==> config.mk <==
export PLATFORM = sky130hd
export DESIGN_NAME = alu_arbiter_flat
export DESIGN_NICKNAME = d
export VERILOG_FILES = /design/src/rtl/alu_arbiter_if.sv /design/src/rtl/alu_arbiter.sv /design/src/flat_wrapper.sv
export SDC_FILE = /design/constraint.sdc
export NUM_CORES = 1
export LEC_CHECK = 0
export CAP_MARGIN = 20
export CORE_MARGIN = 3
export CORE_UTILIZATION = 39
export CTS_CLUSTER_DIAMETER = 40
export DETAILED_ROUTE_END_ITERATION = 10
export PLACE_DENSITY = 0.8
export SKIP_LAST_GASP = 1
export SYNTH_ARGS = -nofsm -noshare
export SYNTH_HDL_FRONTEND = slang
export SYNTH_SLANG_ARGS = --single-unit
==> constraint.sdc <==
create_clock -name clk -period 6.3 [get_ports clk]
set_input_delay 0.63 -clock clk [delete_from_list [all_inputs] [get_ports clk]]
set_output_delay 0.63 -clock clk [all_outputs]
set_load 0.005 [all_outputs]
==> src/rtl/alu_arbiter_if.sv <==
// Bundle for alu_arbiter: two requester ports, shared-ALU port and response port.
// Optional RSP_ZERO signal exists only when ALU_ARBITER_ZERO_EN is defined.
interface alu_arbiter_if #(
  parameter int unsigned DATA_W = 32
);
  logic              req0_valid;
  logic              req0_ready;
  logic [DATA_W-1:0] req0_a;
  logic [DATA_W-1:0] req0_b;
  logic [4:0]        req0_op;
  logic              req1_valid;
  logic              req1_ready;
  logic [DATA_W-1:0] req1_a;
  logic [DATA_W-1:0] req1_b;
  logic [4:0]        req1_op;
  logic [DATA_W-1:0] alu_a;
  logic [DATA_W-1:0] alu_b;
  logic [4:0]        alu_op;
  logic [DATA_W-1:0] alu_out;
  logic              rsp_valid;
  logic              rsp_ready;
  logic              rsp_id;
  logic [DATA_W-1:0] rsp_data;
`ifdef ALU_ARBITER_ZERO_EN
  logic              rsp_zero;
`endif

  modport slave (
    input  req0_valid, req0_a, req0_b, req0_op,
    input  req1_valid, req1_a, req1_b, req1_op,
    input  alu_out, rsp_ready,
    output req0_ready, req1_ready,
    output alu_a, alu_b, alu_op,
`ifdef ALU_ARBITER_ZERO_EN
    output rsp_zero,
`endif
    output rsp_valid, rsp_id, rsp_data
  );

  modport master (
    output req0_valid, req0_a, req0_b, req0_op,
    output req1_valid, req1_a, req1_b, req1_op,
    output alu_out, rsp_ready,
    input  req0_ready, req1_ready,
    input  alu_a, alu_b, alu_op,
`ifdef ALU_ARBITER_ZERO_EN
    input  rsp_zero,
`endif
    input  rsp_valid, rsp_id, rsp_data
  );
endinterface

==> src/rtl/alu_arbiter.sv <==
// Round-robin arbiter sharing one combinational ALU between two requesters, one op in flight.
// Define ALU_ARBITER_ZERO_EN to add the registered RSP_ZERO result flag.
module alu_arbiter #(
  parameter int unsigned DATA_W = 32
) (
  input  logic         clk,
  input  logic         rst,
  alu_arbiter_if.slave bus
);

  typedef enum logic [1:0] {StIdle, StExec, StResp} state_e;

  state_e            state_q;
  logic              last_q;
  logic              id_q;
  logic [DATA_W-1:0] a_q;
  logic [DATA_W-1:0] b_q;
  logic [4:0]        op_q;
  logic [DATA_W-1:0] rsp_data_q;
  logic              rsp_valid_q;
`ifdef ALU_ARBITER_ZERO_EN
  logic              rsp_zero_q;
`endif

  logic any_valid;
  logic grant_id;
  logic handshake;

  always_comb begin
    any_valid = bus.req0_valid | bus.req1_valid;
    // Contention goes to whoever was not granted last; otherwise the lone valid requester.
    if (bus.req0_valid && bus.req1_valid) begin
      grant_id = ~last_q;
    end else begin
      grant_id = bus.req1_valid;
    end
    handshake = (state_q == StIdle) && any_valid;
  end

  always_comb begin
    bus.req0_ready = ~rst & handshake & ~grant_id;
    bus.req1_ready = ~rst & handshake & grant_id;
    if (state_q == StExec) begin
      bus.alu_a  = a_q;
      bus.alu_b  = b_q;
      bus.alu_op = op_q;
    end else begin
      bus.alu_a  = '0;
      bus.alu_b  = '0;
      bus.alu_op = 5'h00;
    end
    bus.rsp_valid = rsp_valid_q;
    bus.rsp_id    = id_q;
    bus.rsp_data  = rsp_data_q;
`ifdef ALU_ARBITER_ZERO_EN
    bus.rsp_zero  = rsp_zero_q;
`endif
  end

  always_ff @(posedge clk or posedge rst) begin
    if (rst) begin
      state_q     <= StIdle;
      last_q      <= 1'b1;
      id_q        <= 1'b0;
      a_q         <= '0;
      b_q         <= '0;
      op_q        <= 5'h00;
      rsp_data_q  <= '0;
      rsp_valid_q <= 1'b0;
`ifdef ALU_ARBITER_ZERO_EN
      rsp_zero_q  <= 1'b0;
`endif
    end else begin
      unique case (state_q)
        StIdle: begin
          if (handshake) begin
            last_q  <= grant_id;
            id_q    <= grant_id;
            a_q     <= grant_id ? bus.req1_a  : bus.req0_a;
            b_q     <= grant_id ? bus.req1_b  : bus.req0_b;
            op_q    <= grant_id ? bus.req1_op : bus.req0_op;
            state_q <= StExec;
          end
        end
        StExec: begin
          rsp_data_q  <= bus.alu_out;
          rsp_valid_q <= 1'b1;
`ifdef ALU_ARBITER_ZERO_EN
          rsp_zero_q  <= (bus.alu_out == '0);
`endif
          state_q     <= StResp;
        end
        StResp: begin
          if (bus.rsp_ready) begin
            rsp_valid_q <= 1'b0;
            state_q     <= StIdle;
          end
        end
        default: state_q <= StIdle;
      endcase
    end
  end

endmodule

==> src/flat_wrapper.sv <==
// flat-port wrapper written by rule: the top's interface ports become plain ports
module alu_arbiter_flat 
#(
  parameter int unsigned DATA_W = 32
)
  (clk, rst, bus_req0_valid, bus_req0_a, bus_req0_b, bus_req0_op, bus_req1_valid, bus_req1_a, bus_req1_b, bus_req1_op, bus_alu_out, bus_rsp_ready, bus_req0_ready, bus_req1_ready, bus_alu_a, bus_alu_b, bus_alu_op, bus_rsp_valid, bus_rsp_id, bus_rsp_data);
  alu_arbiter_if #(.DATA_W(DATA_W)) bus_i ();
  input  logic clk;
  input  logic rst;
  input wire logic [$bits(bus_i.req0_valid)-1:0] bus_req0_valid;
  input wire logic [$bits(bus_i.req0_a)-1:0] bus_req0_a;
  input wire logic [$bits(bus_i.req0_b)-1:0] bus_req0_b;
  input wire logic [$bits(bus_i.req0_op)-1:0] bus_req0_op;
  input wire logic [$bits(bus_i.req1_valid)-1:0] bus_req1_valid;
  input wire logic [$bits(bus_i.req1_a)-1:0] bus_req1_a;
  input wire logic [$bits(bus_i.req1_b)-1:0] bus_req1_b;
  input wire logic [$bits(bus_i.req1_op)-1:0] bus_req1_op;
  input wire logic [$bits(bus_i.alu_out)-1:0] bus_alu_out;
  input wire logic [$bits(bus_i.rsp_ready)-1:0] bus_rsp_ready;
  output wire logic [$bits(bus_i.req0_ready)-1:0] bus_req0_ready;
  output wire logic [$bits(bus_i.req1_ready)-1:0] bus_req1_ready;
  output wire logic [$bits(bus_i.alu_a)-1:0] bus_alu_a;
  output wire logic [$bits(bus_i.alu_b)-1:0] bus_alu_b;
  output wire logic [$bits(bus_i.alu_op)-1:0] bus_alu_op;
  output wire logic [$bits(bus_i.rsp_valid)-1:0] bus_rsp_valid;
  output wire logic [$bits(bus_i.rsp_id)-1:0] bus_rsp_id;
  output wire logic [$bits(bus_i.rsp_data)-1:0] bus_rsp_data;
  assign bus_i.req0_valid = bus_req0_valid;
  assign bus_i.req0_a = bus_req0_a;
  assign bus_i.req0_b = bus_req0_b;
  assign bus_i.req0_op = bus_req0_op;
  assign bus_i.req1_valid = bus_req1_valid;
  assign bus_i.req1_a = bus_req1_a;
  assign bus_i.req1_b = bus_req1_b;
  assign bus_i.req1_op = bus_req1_op;
  assign bus_i.alu_out = bus_alu_out;
  assign bus_i.rsp_ready = bus_rsp_ready;
  assign bus_req0_ready = bus_i.req0_ready;
  assign bus_req1_ready = bus_i.req1_ready;
  assign bus_alu_a = bus_i.alu_a;
  assign bus_alu_b = bus_i.alu_b;
  assign bus_alu_op = bus_i.alu_op;
  assign bus_rsp_valid = bus_i.rsp_valid;
  assign bus_rsp_id = bus_i.rsp_id;
  assign bus_rsp_data = bus_i.rsp_data;
  alu_arbiter #(.DATA_W(DATA_W)) u_core (.clk(clk), .rst(rst), .bus(bus_i));
endmodule
==> results.md <==
- The flow ran to the end, and the final reports show no timing, DRC or antenna violations.
- Clock-pin slew was measured on the worst setup and hold paths at 0.07 ns.
- The setup slack after placement is 2.80 ns.
- The number of detailed-routing iterations run before antenna repair is 4.
- The later pin in the worst-skew pair is clocked with a latency of 0.34 ns.
- IR analysis of the VDD net gives a maximum drop of 212 uV.
- The average cell area after synthesis is 9.39 sq um.
- The launching point of the worst reg2reg path is u_core.state_q[1].
- Summed over all nets, the half-perimeter wirelength after detailed placement is 11.7 mm.
- The maximum clock frequency is 291 MHz.
- The total power of the final layout is 0.00356 W.
- After detailed routing, the average wire length per cell comes to 17.0 microns.
- STA puts the critical path data required time at 5.67 ns.
- Summed over all nets, wire length on met2 after detailed routing comes to 8.03 mm.
- The count of max-cap constraint violations is 0.
- The die covers 14,700 sq um.
- From synthesis to final layout, the design area changed by 60.3%.
- At the pin with the least slew margin, the transition time is 0.991 ns.
- The routed design uses 1.46 mm of met3 wire.
- The final-report max-slew violation count is 0.
- Pin placement for this block handled 280 I/O pins.
- After detailed routing, the number of remaining DRC violations is 0.
- After synthesis the netlist holds a flip-flop and latch count of 106.
- The TritonCTS buffer count is 9.
- The type of the setup path with the least slack is input port to primary output.
- The TritonCTS clock tree is yes.
- The critical path endpoint is bus_req0_ready.
- The final number of setup-violating endpoints is 0.
- Hold timing on the final database bottoms out at a slack of 0.493 ns.
- The count of nets after finishing is 976.
- In this run, post-CTS hold repair placed 0 buffers.
- The first-pass GRT wire length is 25.9 mm.
- The number of library cell types mapped by synthesis is 26.
- The worst path needs 3.43 ns of the cycle, external delays included.
- For this run, the number of Yosys warnings is 0.
- The launch point of the worst path is bus_req0_valid.
- The aggregate global-route resource usage is 0.220.
- The largest clock skew in the final design is 0.00952 ns.
- The number of instances resized during post-cts repair is 0.
- For this run, the register share of the synthesized area comes to 0.512.
- The mapped netlist covers 5180 sq um.
- The worst hold path belongs to the class register to register.
- STA classifies the critical path endpoint as a primary output.
- In the synthesized netlist, the number of instances is 552.
- Of the post-synthesis cell area, the dominant cell type holds 0.507.
- Routed signal wires occupy layers up through met4.
- The vias after detailed routing is 5,073.
- The CTS H-tree depth is 3.
- The via count of the first global-routing pass is 5,012.
- In this run the tool buffered the top-level ports with 279 buffer cells.
- The normalized max-slew margin is 0.339.
- The TritonCTS sink count is 106.
- After synthesis, the cell types taking the most area are sky130_fd_sc_hd__dfrtp_1, sky130_fd_sc_hd__nand2_1, sky130_fd_sc_hd__a31oi_1.
- The worst register-to-register path has a depth of 6.
- The number of nets in the synthesized netlist is 727.
- The root buffer selected by CTS is sky130_fd_sc_hd__clkbuf_16.
- The maximum clock path buffer count is 2.
- The peak fanout along the critical path is 70.
- For this run the aggregate overflow at the end of global routing stands at 0.
- The final standard cell area without fillers is 8310 sq um.
- Entering global routing, the biggest net connects 103 pins.
- The number of antenna diodes in the final layout is 0.
- The critical path data arrival time is 2.80 ns.
- The effective utilization at floorplan is 0.404.
- The power density of the placed cells is 428 nW/um^2.
- Of all cell types, the one taking the most synthesized area is sky130_fd_sc_hd__dfrtp_1.
- At the end of routability-driven placement, the weighted congestion stood at 0.795.
- Row generation in the floorplan step produced 41 rows.
- After detailed routing, the wire length on met1 is 6.76 mm.
- The register-to-register setup slack is 3.98 ns.
- STA classifies the critical path startpoint as an input port.
- Summing all placed instances gives a cell area of 7940 sq um.
- The height of the chip is 121 microns.
- The fraction of layout cells with a size suffix above 1 is 0.0695.
- The violation count after the first detailed-route iteration is 339.
- The core region is 12,800 sq um.
- The overall die width is 121 microns.
- The detail route stage leaves a number of antenna-violating nets equal to 0.
- The number of buffers added for setup after CTS is 0.
- After detailed routing, the total wire length is 16.7 mm.
- The analysis attributes to cell leakage a power of 3.37 nW.
- The initial antenna violation count is 0.
- The aggregate negative setup slack is 0 ns.
- Dividing the detail-routed via count by the number of cells gives 5.19.
- In this run the critical register-to-register path is captured at u_core.b_q[2].
- Setup repair after global routing left no endpoint under its margin.
- The number of hold-slack violations in the final timing report was 0.
- The part of the cycle the worst path needs is 0.545.
- The final critical-path setup slack is 2.87 ns.
==> worst min path at each step <==
stage | start | to | slack [ns] | depth (start not counted)
2_1_floorplan | u_core.bus.rsp_data[0] | u_core.bus.rsp_data[0] | 0.48 | 1
3_3_place_gp | u_core.bus.rsp_data[1] | u_core.bus.rsp_data[1] | 0.47 | 1
3_5_place_dp | u_core.bus.rsp_data[1] | u_core.bus.rsp_data[1] | 0.48 | 1
4_1_cts | u_core.bus.rsp_data[1] | u_core.bus.rsp_data[1] | 0.50 | 1
5_1_grt | u_core.bus.rsp_data[0] | u_core.bus.rsp_data[0] | 0.51 | 1
6_report | u_core.bus.rsp_data[3] | u_core.bus.rsp_data[3] | 0.49 | 1
==> cells in the mapped netlist (all sizes together) <==
cell,instances
a21bo,1
buf,44
and2,69
a21o,1
clkbuf,6
or2,1
o21ai,1
dfstp,1
nor2,3
a21boi,1
nor2b,1
mux2,32
nand2,139
a31oi,70
nor3,1
and3,1
a22o,1
a21oi,71
inv,3
dfrtp,105
==> cell type report <==
type / instances / area, sq um
Fill cell: 1026 / 4520
Timing Repair Buffer: 288 / 2910
Sequential cell: 106 / 2650
Multi-Input combinational cell: 393 / 2210
Clock buffer: 10 / 239
Tap cell: 172 / 215
Clock inverter: 6 / 65.1
Inverter: 3 / 13.8
==> routing by layer <==
metal / vias to the layer above / GRT usage
met1: 2441 / 0.276
met5: - / 0
met2: 233 / 0.369
met4: 0 / 0.0721
li1: 2375 / -
met3: 24 / 0.0601
==> sequential cells by signal, indices dropped and copies added, names as in the netlist <==
register              count
u_core.a_q               32
u_core.b_q               32
u_core.bus.rsp_data      32
u_core.op_q               5
u_core.state_q            2
u_core.bus.rsp_id         1
u_core.bus.rsp_valid      1
u_core.last_q             1
==> worst max-delay path: stages <==
cell                              delay, ns
sky130_fd_sc_hd__clkdlybuf4s50_1       0.56
sky130_fd_sc_hd__or2_2                 0.14
sky130_fd_sc_hd__buf_4                 0.60
sky130_fd_sc_hd__nand2_4               0.10
sky130_fd_sc_hd__nor3_1                0.18
sky130_fd_sc_hd__clkdlybuf4s50_1       0.58
==> report_power, final <==
| part | leakage (nW) | switching [W] | internal, W |
|---|---|---|---|
| Sequential | 1.20 | 0.000188 | 0.00103 |
| Combinational | 2.02 | 0.000763 | 0.00100 |
| Clock | 0.149 | 0.000248 | 0.000320 |
==> logic make-up (layout without fill, tap and decap cells) <==
family | after synthesis | after routing | share of synthesized area
DFF | 106 | 106 | 0.512
buffers and inverters | 53 | 307 | 0.0647
AOI/OAI and AO/OA | 146 | 146 | 0.161
and+or+nand+nor | 215 | 215 | 0.193
muxes | 32 | 32 | 0.0695
==> layout by cell type (no fill, tap or decap), types with 2 or more instances in the layout <==
master	count
sky130_fd_sc_hd__a21oi_1	71
sky130_fd_sc_hd__a31oi_1	70
sky130_fd_sc_hd__and2_1	69
sky130_fd_sc_hd__buf_12	2
sky130_fd_sc_hd__buf_4	6
sky130_fd_sc_hd__clkbuf_16	9
sky130_fd_sc_hd__clkdlybuf4s50_1	279
sky130_fd_sc_hd__clkinv_2	2
sky130_fd_sc_hd__dfrtp_1	105
sky130_fd_sc_hd__mux2_1	10
sky130_fd_sc_hd__mux2_2	22
sky130_fd_sc_hd__nand2_1	138
sky130_fd_sc_hd__nor2_1	2
==> per-stage QoR <==
stage	instances	utilization
6_report	978	0.648
5_1_grt	978	0.648
4_1_cts	975	0.642
3_5_place_dp	959	0.619
3_3_place_gp	959	0.619
2_1_floorplan	552	-
No activity file was read; power rests on OpenSTA's default activity.
